File: src/rtl/btn_pkg.sv
// Shared timing defaults and channel state encoding for the multi-button debouncer.
package btn_pkg;

  localparam int unsigned DEF_TICK_CLKS     = 2500;
  localparam int unsigned DEF_STABLE_TICKS  = 100;
  localparam int unsigned DEF_REPEAT_DELAY  = 5000;
  localparam int unsigned DEF_REPEAT_PERIOD = 1000;

  typedef enum logic {
    ST_RELEASED = 1'b0,
    ST_PRESSED  = 1'b1
  } btn_state_e;

endpackage

File: src/rtl/btn_debounce_chan.sv
// One button channel: 2-flop synchroniser, tick-based stability filter,
// press/release strobes and optional hold-to-repeat strobe.
module btn_debounce_chan
  import btn_pkg::*;
#(
  parameter int unsigned STABLE_TICKS  = DEF_STABLE_TICKS,
  parameter int unsigned REPEAT_EN     = 1,
  parameter int unsigned REPEAT_DELAY  = DEF_REPEAT_DELAY,
  parameter int unsigned REPEAT_PERIOD = DEF_REPEAT_PERIOD
) (
  input  logic clk,
  input  logic rst,
  input  logic tick,
  input  logic e_debug,
  input  logic btn_in,
  output logic level,
  output logic press,
  output logic rel,
  output logic rpt
);

  localparam int unsigned CNT_W  = $clog2(STABLE_TICKS + 1);
  localparam int unsigned RMAX   = (REPEAT_DELAY > REPEAT_PERIOD) ? REPEAT_DELAY : REPEAT_PERIOD;
  localparam int unsigned RCNT_W = $clog2(RMAX + 1);

  logic [1:0]       sync_q;
  btn_state_e       state_q, state_d;
  logic [CNT_W-1:0] cnt_q, cnt_d;
  logic             press_q, press_d;
  logic             rel_q, rel_d;
  logic             s, s_next;

  // s is the synchronised input (1 = pressed); s_next is what s becomes next clock
  assign s      = ~sync_q[1];
  assign s_next = ~sync_q[0];

  // State register
  always_ff @(posedge clk or posedge rst) begin
    if (rst) begin
      sync_q  <= 2'b11;
      state_q <= ST_RELEASED;
      cnt_q   <= '0;
      press_q <= 1'b0;
      rel_q   <= 1'b0;
    end else begin
      sync_q  <= {sync_q[0], btn_in};
      state_q <= state_d;
      cnt_q   <= cnt_d;
      press_q <= press_d;
      rel_q   <= rel_d;
    end
  end

  // Next state: debug mode tracks s directly, otherwise s must differ for STABLE_TICKS ticks
  always_comb begin
    state_d = state_q;
    cnt_d   = '0;
    if (e_debug) begin
      state_d = s_next ? ST_PRESSED : ST_RELEASED;
    end else if (s != (state_q == ST_PRESSED)) begin
      if (tick) begin
        if (cnt_q == CNT_W'(STABLE_TICKS - 1)) begin
          state_d = s ? ST_PRESSED : ST_RELEASED;
        end else begin
          cnt_d = cnt_q + CNT_W'(1);
        end
      end else begin
        cnt_d = cnt_q;
      end
    end
  end

  // Strobe generation on level transitions
  always_comb begin
    press_d = 1'b0;
    rel_d   = 1'b0;
    if (state_d == ST_PRESSED && state_q == ST_RELEASED) press_d = 1'b1;
    if (state_d == ST_RELEASED && state_q == ST_PRESSED) rel_d = 1'b1;
  end

  assign level = (state_q == ST_PRESSED);
  assign press = press_q;
  assign rel   = rel_q;

  if (REPEAT_EN != 0) begin : g_repeat
    logic [RCNT_W-1:0] rcnt_q, rcnt_d;
    logic              rpt_q, rpt_d;

    // Repeat timer: first strobe at REPEAT_DELAY, then reload so later ones are REPEAT_PERIOD apart
    always_comb begin
      rcnt_d = rcnt_q;
      rpt_d  = 1'b0;
      if (e_debug || state_q == ST_RELEASED || press_q) begin
        rcnt_d = '0;
      end else if (tick) begin
        if (rcnt_q == RCNT_W'(REPEAT_DELAY - 1)) begin
          rcnt_d = RCNT_W'(REPEAT_DELAY - REPEAT_PERIOD);
          rpt_d  = (state_d == ST_PRESSED);
        end else begin
          rcnt_d = rcnt_q + RCNT_W'(1);
        end
      end
    end

    always_ff @(posedge clk or posedge rst) begin
      if (rst) begin
        rcnt_q <= '0;
        rpt_q  <= 1'b0;
      end else begin
        rcnt_q <= rcnt_d;
        rpt_q  <= rpt_d;
      end
    end

    assign rpt = rpt_q;
  end else begin : g_no_repeat
    assign rpt = 1'b0;
  end

endmodule

File: src/rtl/btn_debounce_multi.sv
// N-channel active-low button debouncer with a shared sample-tick prescaler.
module btn_debounce_multi
  import btn_pkg::*;
#(
  parameter int unsigned N_BUTTONS     = 3,
  parameter int unsigned TICK_CLKS     = DEF_TICK_CLKS,
  parameter int unsigned STABLE_TICKS  = DEF_STABLE_TICKS,
  parameter int unsigned REPEAT_EN     = 1,
  parameter int unsigned REPEAT_DELAY  = DEF_REPEAT_DELAY,
  parameter int unsigned REPEAT_PERIOD = DEF_REPEAT_PERIOD
) (
  input  logic                 clk,
  input  logic                 rst,
  input  logic                 e_debug,
  input  logic [N_BUTTONS-1:0] btns_in,
  output logic [N_BUTTONS-1:0] btns_level,
  output logic [N_BUTTONS-1:0] btns_press,
  output logic [N_BUTTONS-1:0] btns_release,
  output logic [N_BUTTONS-1:0] btns_repeat
);

  localparam int unsigned PRE_W = $clog2(TICK_CLKS);

  logic [PRE_W-1:0] pre_q;
  logic             tick;

  assign tick = (pre_q == PRE_W'(TICK_CLKS - 1));

  // Free-running sample prescaler shared by all channels
  always_ff @(posedge clk or posedge rst) begin
    if (rst) begin
      pre_q <= '0;
    end else if (tick) begin
      pre_q <= '0;
    end else begin
      pre_q <= pre_q + PRE_W'(1);
    end
  end

  for (genvar i = 0; i < int'(N_BUTTONS); i++) begin : g_chan
    btn_debounce_chan #(
      .STABLE_TICKS (STABLE_TICKS),
      .REPEAT_EN    (REPEAT_EN),
      .REPEAT_DELAY (REPEAT_DELAY),
      .REPEAT_PERIOD(REPEAT_PERIOD)
    ) u_chan (
      .clk    (clk),
      .rst    (rst),
      .tick   (tick),
      .e_debug(e_debug),
      .btn_in (btns_in[i]),
      .level  (btns_level[i]),
      .press  (btns_press[i]),
      .rel    (btns_release[i]),
      .rpt    (btns_repeat[i])
    );
  end

endmodule

File: config.mk
export PLATFORM = sky130hd
export DESIGN_NAME = btn_debounce_multi
export DESIGN_NICKNAME = d
export VERILOG_FILES = /design/src/rtl/btn_pkg.sv /design/src/rtl/btn_debounce_chan.sv /design/src/rtl/btn_debounce_multi.sv
export SDC_FILE = /design/constraint.sdc
export NUM_CORES = 1
export LEC_CHECK = 0
export CORE_MARGIN = 8
export CORE_UTILIZATION = 61
export CTS_CLUSTER_SIZE = 8
export DETAILED_ROUTE_END_ITERATION = 10
export DONT_BUFFER_PORTS = 1
export PLACE_DENSITY = 0.77
export SYNTH_ARGS = -nofsm -noshare
export SYNTH_HDL_FRONTEND = slang
export SYNTH_SLANG_ARGS = --single-unit
File: constraint.sdc
create_clock -name clk -period 6.59 [get_ports clk]
set_input_delay 0.659 -clock clk [delete_from_list [all_inputs] [get_ports clk]]
set_output_delay 0.659 -clock clk [all_outputs]
set_load 0.01 [all_outputs]
==> impl_metrics.ini <==
[run_status]
status = finished, final reports clean

[sta]
finalCritPeriodShare = 0.460
hold_ws_ns = 0.287
finalSetupTns_ns = 0
max-slew-margin-rel = 0.267
setup_viol = 0
fmax_mhz = 330
skew_ns = 0.00757
hold_viol_final = 0
period_minus_slack_ns = 3.03
grt_setup_unrepaired = no
tightest_slew_ns = 1.10
drv_slew = 0

[synth]
synth.net_count = 523
syn_inst = 510
synthMuxAreaShare = 0.00867
yosys_register_bits = 90
synth-xor-area-share = 0.0339
synth_compound_area_frac = 0.159
synth_top_family_by_area = simple AND/OR/NAND/NOR gates
ys_async_sr_fraction = 1.00
synthFlopType = dfrtp_1
ys_seq_area_frac = 0.461
netlist_area_um2 = 4900
synth_simple_gate_area_frac = 0.268
synth-edff-count = 0
yosys_warnings = 0
synthAdderAreaFrac = 0.0179
syn_area_per_cell_um2 = 9.62
synth.distinct_cells = 63

[power_and_ir_drop]
p_per_area_nw_per_um2 = 214
leakagePower_nw = 2.04
vdd_drop_max_uv = 152
power_mw = 1.09

[placed_design]
dp.cells = 579
dp_hpwl_um = 7090
place_area_um2 = 4850
gp_congestion = 0.874
io_buffers = 0

[routing]
vias_per_cell = 6.73
drt_iter0_drc = 260
wirelength_um = 10900
drc = 0
first_pass_iters = 5
ant_nets = 0
routed-via-count = 4005
post_drt_wl_per_cell_um = 18.4

[critical_path]
worstReg2RegStart = pre_q[9]
crit_slowest_cell = nor4b_2
worstSetupEndpointType = flip-flop
path_cells = nor4b_2, and3_1, buf_4, mux2_2, a2111oi_2
cp.required_ns = 6.84
critPathArrivalTime_ns = 3.28
cpPeakStageDelay_ns = 0.76
path_delay_family = simple AND/OR/NAND/NOR gates
reg2reg_to = g_chan[1].u_chan.rpt
cp-startpoint = pre_q[9]
regToRegSetupSlack_ns = 3.56
critPathLaunchType = flip-flop
crit_end = g_chan[1].u_chan.rpt
crit_cells = 5
reg2regPathDepth = 5
crit_type = flip-flop to flip-flop
crit_fanout = 16
path_buf_inv = 1

[clock_tree]
clockBufferDepth = 2
htreeDepth = 3
insertion_delay_ns = 0.36
clockRootBuffer = clkbuf_8
clkSinkCount = 90
cts_buffers = 9
cts_tree = built
cts_hold_buf = 0
post-cts-setup-buffers = 0
cts_repair_resize_count = 0
cts.clk_slew.worst_paths_ns = 0.09

[floorplanning]
pin_count = 18
core_um2 = 7770
fp.dieH_um = 106
die_x_um = 106
start_util = 0.631
die-area_um2 = 11200
rows = 32

[layout]
final_common_cell = dfrtp_1
final_area_um2 = 5100
seqCellArea_um2 = 2260
drive_above_1_share = 0.0913
n_antenna_cell = 0
fill_cells = 649
area_delta_synth_final_pct = 4.06
instances_no_fill = 595
multi_input_comb_area_um2 = 2400
layout_common_cells = dfrtp_1 (84), nand2_1 (42), nand3_1 (37), a21oi_1 (37), and3_1 (24)
num-nets-final = 501

[flow_run]
maxCapViolCount = 0

[grt]
grt_max_degree = 91
antenna_found_initial = 0
grt_pass1_vias = 3861
gr-usage-all-layers = 0.199
grt_pass1_wl_um = 18500
overflow = 0

[worst_hold_path]
hp-class = primary input to flip-flop
[metrics by stage]
stage	setup WS (ns)	util
floorplan	3.61	-
global placement	3.73	0.625
detailed placement	3.58	0.625
CTS	3.57	0.657
global route	3.37	0.657
finish	3.56	0.657
[per-layer routing]
metal,track usage,wire [um]
met5,0,0
met4,0.0673,161
met3,0.0554,785
met2,0.307,5010
met1,0.262,4960
[power breakdown]
group          internal, mW  total [mW]  switching, mW
Clock                 0.264       0.465          0.201
Sequential            0.562       0.575         0.0126
Combinational        0.0145      0.0517         0.0372
Total                 0.840        1.09          0.251
[final cells by class]
type,count,share of cell area
multi-input cells,374,0.470
flip-flops and latches,90,0.443
clock buffers,10,0.0270
well taps,102,0.0250
clock inverters,6,0.0221
inverters,9,0.00686
repair buffers,4,0.00588
[logic make-up (layout without fill, tap and decap cells)]
kind of cell | Yosys count | count (layout)
compound gates | 118 | 118
flops | 90 | 90
simple gates | 226 | 226
mux | 4 | 4
fa+ha+maj | 7 | 7
buf+inv | 46 | 29
xor+xnor | 19 | 19
[synth_stat cells, drive strengths merged (5+ instances only)]
cell type	instances	share of area
and4	11	0.020
inv	9	0.0069
nand4	22	0.028
and2	8	0.010
a31oi	13	0.017
buf	27	0.036
xnor2	9	0.016
and3	25	0.032
dfrtp	84	0.43
xor2	10	0.018
a21oi	40	0.043
dfstp	6	0.032
ha	7	0.018
nor4	5	0.0064
nand3	37	0.038
nand2	42	0.032
o31ai	5	0.0077
a41oi	5	0.0089
or4	8	0.013
nor3	8	0.0082
nand4b	5	0.0089
nor2	22	0.017
nor4b	9	0.019
clkbuf	10	0.0077
o21ai	20	0.020
[registers in the layout, summed over array words and instances, names as in the netlist]
| name | flops |
|---|---|
| pre_q | 12 |
| g_chan.u_chan.rel | 3 |
| g_chan.u_chan.g_repeat.rcnt_q | 39 |
| g_chan.u_chan.level | 3 |
| g_chan.u_chan.cnt_q | 21 |
| g_chan.u_chan.sync_q | 6 |
| g_chan.u_chan.rpt | 3 |
| g_chan.u_chan.press | 3 |
[worst min-delay path by stage]
stage,from,end,slack (ns),cells past startpoint
finish,btns_in[1],g_chan[1].u_chan.sync_q[0],0.29,0
CTS,btns_in[1],g_chan[1].u_chan.sync_q[0],0.27,0
global placement,g_chan[1].u_chan.sync_q[0],g_chan[1].u_chan.sync_q[1],0.35,0
detailed placement,g_chan[1].u_chan.sync_q[0],g_chan[1].u_chan.sync_q[1],0.36,0
floorplan,g_chan[0].u_chan.sync_q[0],g_chan[0].u_chan.sync_q[1],0.35,0
global route,btns_in[1],g_chan[1].u_chan.sync_q[0],0.26,0
[worst register-to-register path: stages, from the launching register on]
cell and delay (ns):
dfrtp_1 0.43, nor4b_2 0.76, and3_1 0.67, buf_4 0.33
mux2_2 0.41, a2111oi_2 0.32
(Power assumes the default switching activity.)
